`src/rtl/alu_sequencer.sv`:
```
// Fetch/decode/execute sequencer for an external 8-bit ALU: fetches opcode and
// immediate bytes over a req/ack port, owns the 4x8 register file and flag register.
module alu_sequencer #(
    parameter logic [7:0] RESET_PC = 8'h00,
    parameter int         CNT_W    = 16
) (
    input  logic             clk,
    input  logic             rst,
    output logic             imem_req,
    output logic [7:0]       imem_addr,
    input  logic [7:0]       imem_rdata,
    input  logic             imem_ack,
    output logic [7:0]       alu_word,
    output logic [7:0]       alu_in1,
    output logic [7:0]       alu_in2,
    output logic             alu_strobe,
    input  logic [7:0]       alu_out,
    input  logic [1:0]       alu_flags,
    output logic [1:0]       flags,
    output logic [7:0]       pc,
    output logic             halted,
    output logic [CNT_W-1:0] instr_count,
    input  logic [1:0]       dbg_sel,
    output logic [7:0]       dbg_data
);

    typedef enum logic [1:0] {FETCH, FETCH_IMM, EXEC, HALT} state_t;

    localparam logic [3:0] OP_MVI = 4'b0001;
    localparam logic [3:0] OP_MOV = 4'b0010;
    localparam logic [3:0] OP_HLT = 4'b0011;

    state_t           state_reg, state_next;
    logic             req_reg, req_next;
    logic [7:0]       pc_reg, pc_next;
    logic [7:0]       word_reg, word_next;
    logic [7:0]       in1_reg, in1_next;
    logic [7:0]       in2_reg, in2_next;
    logic             strobe_reg, strobe_next;
    logic [1:0]       flags_reg, flags_next;
    logic             halted_reg, halted_next;
    logic [CNT_W-1:0] cnt_reg, cnt_next;
    logic [7:0]       rf_reg [4];

    logic             we;
    logic [1:0]       wa;
    logic [7:0]       wd;
    logic [3:0]       wr_en;
    logic             retire;
    logic [3:0]       fop;

    function automatic logic needs_imm(input logic [3:0] op);
        return op inside {4'b1100, 4'b1101, 4'b1110, 4'b1111, 4'b1001, 4'b1011, OP_MVI};
    endfunction

    function automatic logic is_reg_alu(input logic [3:0] op);
        return op inside {4'b0100, 4'b0101, 4'b0110, 4'b0111, 4'b1000, 4'b1010};
    endfunction

    function automatic logic is_compare(input logic [3:0] op);
        return op inside {4'b0111, 4'b1111};
    endfunction

    assign fop = imem_rdata[7:4];

    // word_reg doubles as the instruction register while EXEC is pending.
    always_comb begin
        state_next  = state_reg;
        req_next    = req_reg;
        pc_next     = pc_reg;
        word_next   = word_reg;
        in1_next    = in1_reg;
        in2_next    = in2_reg;
        strobe_next = 1'b0;
        flags_next  = flags_reg;
        halted_next = halted_reg;
        we          = 1'b0;
        wa          = word_reg[3:2];
        wd          = alu_out;
        retire      = 1'b0;

        case (state_reg)
            FETCH: begin
                if (!req_reg) begin
                    req_next = 1'b1;
                end else if (imem_ack) begin
                    req_next  = 1'b0;
                    pc_next   = pc_reg + 8'd1;
                    word_next = imem_rdata;
                    if (needs_imm(fop)) begin
                        state_next = FETCH_IMM;
                    end else if (is_reg_alu(fop)) begin
                        state_next  = EXEC;
                        strobe_next = 1'b1;
                        in1_next    = rf_reg[imem_rdata[1:0]];
                        in2_next    = rf_reg[imem_rdata[3:2]];
                    end else if (fop == OP_HLT) begin
                        state_next  = HALT;
                        halted_next = 1'b1;
                        retire      = 1'b1;
                    end else begin
                        retire = 1'b1;
                        if (fop == OP_MOV) begin
                            we = 1'b1;
                            wa = imem_rdata[3:2];
                            wd = rf_reg[imem_rdata[1:0]];
                        end
                    end
                end
            end
            FETCH_IMM: begin
                if (!req_reg) begin
                    req_next = 1'b1;
                end else if (imem_ack) begin
                    req_next = 1'b0;
                    pc_next  = pc_reg + 8'd1;
                    if (word_reg[7:4] == OP_MVI) begin
                        we         = 1'b1;
                        wd         = imem_rdata;
                        retire     = 1'b1;
                        state_next = FETCH;
                    end else begin
                        state_next  = EXEC;
                        strobe_next = 1'b1;
                        in1_next    = imem_rdata;
                        in2_next    = rf_reg[word_reg[3:2]];
                    end
                end
            end
            EXEC: begin
                flags_next = alu_flags;
                we         = !is_compare(word_reg[7:4]);
                retire     = 1'b1;
                state_next = FETCH;
            end
            HALT: begin
            end
            default: state_next = FETCH;
        endcase

        cnt_next = cnt_reg;
        if (retire && (cnt_reg != {CNT_W{1'b1}}))
            cnt_next = cnt_reg + CNT_W'(1);
    end

    always_ff @(posedge clk or posedge rst) begin
        if (rst) begin
            state_reg  <= FETCH;
            req_reg    <= 1'b0;
            pc_reg     <= RESET_PC;
            word_reg   <= '0;
            in1_reg    <= '0;
            in2_reg    <= '0;
            strobe_reg <= 1'b0;
            flags_reg  <= '0;
            halted_reg <= 1'b0;
            cnt_reg    <= '0;
        end else begin
            state_reg  <= state_next;
            req_reg    <= req_next;
            pc_reg     <= pc_next;
            word_reg   <= word_next;
            in1_reg    <= in1_next;
            in2_reg    <= in2_next;
            strobe_reg <= strobe_next;
            flags_reg  <= flags_next;
            halted_reg <= halted_next;
            cnt_reg    <= cnt_next;
        end
    end

    genvar gi;
    generate
        for (gi = 0; gi < 4; gi++) begin : g_wr_en
            assign wr_en[gi] = we && (wa == 2'(gi));
        end
    endgenerate

    always_ff @(posedge clk or posedge rst) begin
        if (rst) begin
            for (int i = 0; i < 4; i++) rf_reg[i] <= '0;
        end else begin
            for (int i = 0; i < 4; i++)
                if (wr_en[i]) rf_reg[i] <= wd;
        end
    end

    assign imem_req    = req_reg;
    assign imem_addr   = pc_reg;
    assign alu_word    = word_reg;
    assign alu_in1     = in1_reg;
    assign alu_in2     = in2_reg;
    assign alu_strobe  = strobe_reg;
    assign flags       = flags_reg;
    assign pc          = pc_reg;
    assign halted      = halted_reg;
    assign instr_count = cnt_reg;
    assign dbg_data    = rf_reg[dbg_sel];

endmodule

```
`config.mk`:
```
export PLATFORM = sky130hd
export DESIGN_NAME = alu_sequencer
export DESIGN_NICKNAME = d
export VERILOG_FILES = /design/src/rtl/alu_sequencer.sv
export SDC_FILE = /design/constraint.sdc
export NUM_CORES = 1
export LEC_CHECK = 0
export ABC_AREA = 1
export CORE_MARGIN = 10
export CORE_UTILIZATION = 45
export DETAILED_ROUTE_END_ITERATION = 8
export GPL_TIMING_DRIVEN = 0
export MAX_ROUTING_LAYER = met4
export PLACE_DENSITY = 0.68
export SYNTH_ARGS = -nofsm -noshare
export SYNTH_HDL_FRONTEND = slang
export SYNTH_SLANG_ARGS = --single-unit
```
`constraint.sdc`:
```
create_clock -name clk -period 6.8 [get_ports clk]
set_clock_uncertainty 0.05 [all_clocks]
set_input_delay 0.68 -clock clk [delete_from_list [all_inputs] [get_ports clk]]
set_output_delay 0.68 -clock clk [all_outputs]
set_load 0.01 [all_outputs]
```
# Yosys cells after proc, flatten, opt, wreduce, memory -nomap -nowiden
# Index checks and enable logic that the tools add are counted.
word_totals:
  out_inout_bits: 69
  reg_bits: 87
  inputBits: 23
op_classes:
  n_eq_ne: 32
  n_addsub: 2
  reduce_logical: 19
  bitwise_logic: 6
  order_cmp: 4
  n_mux: 79
ops:
  columns: ["cell", "n"]
  rows:
  - ["two-way mux 8 bit", 31]
  - ["binary-select mux 8 bit (select 2 bit)", 4]
  - ["one-hot mux 8 bit (2 select lines)", 3]
  - ["equality test 4 bit (second input constant)", 9]
  - ["two-way mux 2 bit", 15]
  - ["two-way mux 1 bit", 22]
  - ["equality test 4 x 3 -> 1 bit (second input constant)", 5]
  - ["adder 16 x 1 -> 16 bit (second input constant)", 1]
  - ["inequality test 16 bit (second input constant)", 1]
  - ["inequality test 2 bit (second input constant)", 7]
  - [">= comparator 3 bit (second input constant)", 4]
  - ["inverter 2 -> 3 bit", 4]
  - ["AND reduction 6 bit", 2]
  - ["adder 8 x 1 -> 8 bit (second input constant)", 1]
  - ["equality test 4 x 1 -> 1 bit (second input constant)", 2]
  - ["equality test 4 x 2 -> 1 bit (second input constant)", 2]
  - ["AND reduction 8 bit", 1]
  - ["nonzero test 7 bit", 1]
  - ["equality test 2 bit (second input constant)", 3]
  - ["one-hot mux 1 bit (3 select lines)", 2]
  - ["one-hot mux 2 bit (3 select lines)", 1]
  - ["AND reduction 3 bit", 2]
  - ["nonzero test 6 bit", 1]
  - ["logical AND 1 bit", 5]
  - ["other kinds (9)", 13]

# Longest topological paths before layout
logic_depth:
  depth_word: 11
  mapped_depth: 12

# Worst setup path before layout
# OpenSTA, ideal clock, no wires.
synth_path:
  kind: "input port to output port"
  from: "in dbg_sel[0]"
  to: "out dbg_data[4]"
  arrival_time_ns: 1.380
  path_stages: 4
  required_time_ns: 6.070
  setup_slack_ns: 4.690
  path_cell_list: "inv_1 clkbuf_1 o21ai_0 o22ai_1"
synth_via:
  elab_chain_cells: 4
synth_lines:
  columns: ["element", "line_no", "text"]
  rows:
  - ["start: declaration", "23", "input logic [1:0] dbg_sel,"]
  - ["inverter 2 -> 3 bit (implied by the code)", "198", "assign dbg_data = rf_reg[dbg_sel];"]
  - ["binary-select mux 8 bit (select 2 bit)", "198", null]
  - ["two-way mux 8 bit (implied by the code) (2 in series)", "198", null]
  - ["end: declaration", "24", "output logic [7:0] dbg_data"]
# No other way between the ends. The select of a mux whose other input is x is not followed.

# Worst setup path in the final report
layout_path:
  from: "in dbg_sel[0]"
  to: "out dbg_data[2]"
# The elaborated chain is that of the path after synthesis.

==> summary.txt <==
GRT overflow -> 0
Synth top area cells -> dfrtp_1, nand2_1, nand3_1
Min Hold Slack -> 0.4189 ns
Largest net degree at the start of global routing -> 69
Initial core utilization -> 46.24%
H-tree levels -> 3
Pleak -> 3.379 nW
Worst-Skew Late Latency -> 0.36 ns
Synth top area share -> 38.87%
Final Critical Period -> 3.446 ns
FMAX -> 0.2902 GHz
Post-route ant nets -> 0
Commonest non-fill, non-tap cell in the layout -> nand2_1
Post-DP HPWL -> 13310 um
RSZ-0062 raised after global routing -> false
Die area -> 17310 um^2
Slew @ Worst Pin -> 0.5241 ns
Maximum vdd drop -> 274.8 uV
Unique cell type count in the Yosys netlist -> 30
CP endpoint kind -> output port
Placer Congestion -> 0.9076
Layout area overhead -> 25.02%
Clock buffer depth -> 2
Post-CTS setup buffers -> 0
CTS buffer count -> 9
Clk pin slew, worst setup/hold paths -> 0.07 ns
CTS tree -> built
Final TNS setup -> 0 ns
Post_cts resized -> 0
Cell Pwr Density -> 413.0 nW/um^2
# IOs -> 92
Critical path type -> primary input to output port
Number of flip-flops in the largest register -> 32
TritonCTS Sinks -> 87
Placeable core area -> 12110 um^2
# hold bufs at CTS -> 0
Vias -> 5866
DRT Wirelength -> 17710 um
Post-route cell area -> 7002 um^2
Post-place instance area -> 6721 um^2
Net Count, Synth -> 869
Setup ws final -> 3.354 ns
DRC Markers -> 0
Port Buf Inserts -> 88
Slowest stage cell, crit path -> clkdlybuf4s50_1
CP Launch Type -> primary input
Drt first pass iters -> 5
Antenna violations before repair -> 0
Root Driver -> clkbuf_16
FF+latch area -> 2177 um^2
Slew Viols, Final -> 0
# setup viols final -> 0
Post-Synthesis Cells -> 840
Final period util -> 50.68%
FILL cells -> 1198
Fin cells -> 1113
Cell mode on critical path -> clkdlybuf4s50_1
Die Height -> 131.6 um
# rows -> 40
Critical Path RT -> 6.07 ns
Post-Syn Area per Cell -> 6.667 um^2
Pwr Total -> 2.892 mW
WL/cell -> 15.92 um
Hold Crit Class -> flip-flop to flip-flop
Via/cell ratio -> 5.270
Fin util -> 57.81%
CP arrival -> 2.72 ns
CP max FO -> 10
DR iter-0 viols -> 599
Largest stage delay on the critical path -> 0.57 ns
Outcome -> complete, no violations
Global-route wire length before repair -> 29040 um
Normalized max-slew margin -> 65.06%
DP Cell Count -> 1097
Setup WS pre-CTS -> 3.384 ns
Nets -> 969
Cell taking the most area after synthesis -> dfrtp_1
Synthesis Warnings -> 0
Ant diodes -> 0
GR Util All Layers -> 20.84%
Layout cell share with drive strength beyond 1 -> 8.148%
Vias in the first global route -> 5350
Highest-count cells in the layout ignoring fill and taps -> nand2_1, nand3_1, clkdlybuf4s50_1
Worst-path cell chain -> clkdlybuf4s50_1, inv_1, clkbuf_1, nor2_1, o22ai_1, clkdlybuf4s50_1
Flops & latches, synth -> 87
Cell Area, Synth -> 5600 um^2
Die Width -> 131.6 um
Final Hold Fails -> 0
Seq/Total Area, Yosys -> 38.87%
Max_cap viols -> 0
Multi-input logic area -> 3075 um^2
## Yosys cell counts
| library cell | count |
|---|---|
| a21oi_1 | 5 |
| a41o_1 | 1 |
| buf_1 | 1 |
| buf_2 | 17 |
| buf_4 | 9 |
| buf_6 | 1 |
| clkbuf_1 | 8 |
| clkinv_1 | 7 |
| dfrtp_1 | 87 |
| ha_1 | 6 |
| inv_1 | 27 |
| inv_2 | 6 |
| mux2_2 | 3 |
| mux2i_1 | 1 |
| nand2_1 | 410 |
| nand2_2 | 10 |
| nand2_4 | 1 |
| nand3_1 | 102 |
| nand3_2 | 1 |
| nand4_1 | 13 |
| nand4_2 | 1 |
| nor2_1 | 46 |
| nor2_2 | 3 |
| nor2_4 | 6 |
| o211ai_1 | 3 |
| o21ai_0 | 37 |
| o21ai_2 | 1 |
| o22ai_1 | 7 |
| xnor2_1 | 17 |
| xor2_1 | 3 |
## per-layer routing
layer	global-route usage, %	share of wire, %
met5	-	0
met4	5.748	1.3
met1	27.85	45
met3	4.421	8.2
met2	31.24	46
## cells by family (layout without fill, tap and decap cells)
logic type / Yosys count / after routing / synth area share [%]
compound gates: 54 / 54 / 5.273
xor+xnor: 20 / 20 / 3.128
fa+ha+maj: 6 / 6 / 1.340
buf+inv: 76 / 181 / 6.211
flops: 87 / 87 / 38.87
mux: 4 / 4 / 0.7819
simple gates: 593 / 593 / 44.39
## worst max-delay path: cells and delay by family
| kind | cells | cell delay (ns) |
|---|---|---|
| buf+inv | 4 | 1.73 |
| compound gates | 1 | 0.22 |
| simple gates | 1 | 0.08 |
## report_power, final
| part | internal (mW) | total, mW | switching (mW) |
|---|---|---|---|
| logic | 0.604 | 1.47 | 0.864 |
| clock network | 0.253 | 0.483 | 0.230 |
| registers | 0.709 | 0.941 | 0.232 |
## cell type report
| cell class | count | area share [%] |
|---|---|---|
| Multi-Input combinational cell | 677 | 43.92 |
| Sequential cell | 87 | 31.09 |
| Timing Repair Buffer | 89 | 12.97 |
| Clock buffer | 9 | 3.217 |
| Tap cell | 168 | 3.002 |
| Buffer | 36 | 2.823 |
| Inverter | 40 | 2.180 |
| Clock inverter | 7 | 0.7863 |
## worst paths after layout
path / from / cells past startpoint / endpoint / slack, ns
worst min register to register: halted / 1 / halted / 0.42
min in group asynchronous: rst / 2 / imem_addr[5] / 0.57
worst max-delay path: dbg_sel[0] / 6 / dbg_data[2] / 3.35
max in group asynchronous: rst / 3 / rf_reg[18] / 5.49
worst min-delay path: halted / 1 / halted / 0.42
worst max register to register: state_reg[1] / 10 / alu_in1[6] / 4.53
Power figures use the tool's default switching activity.
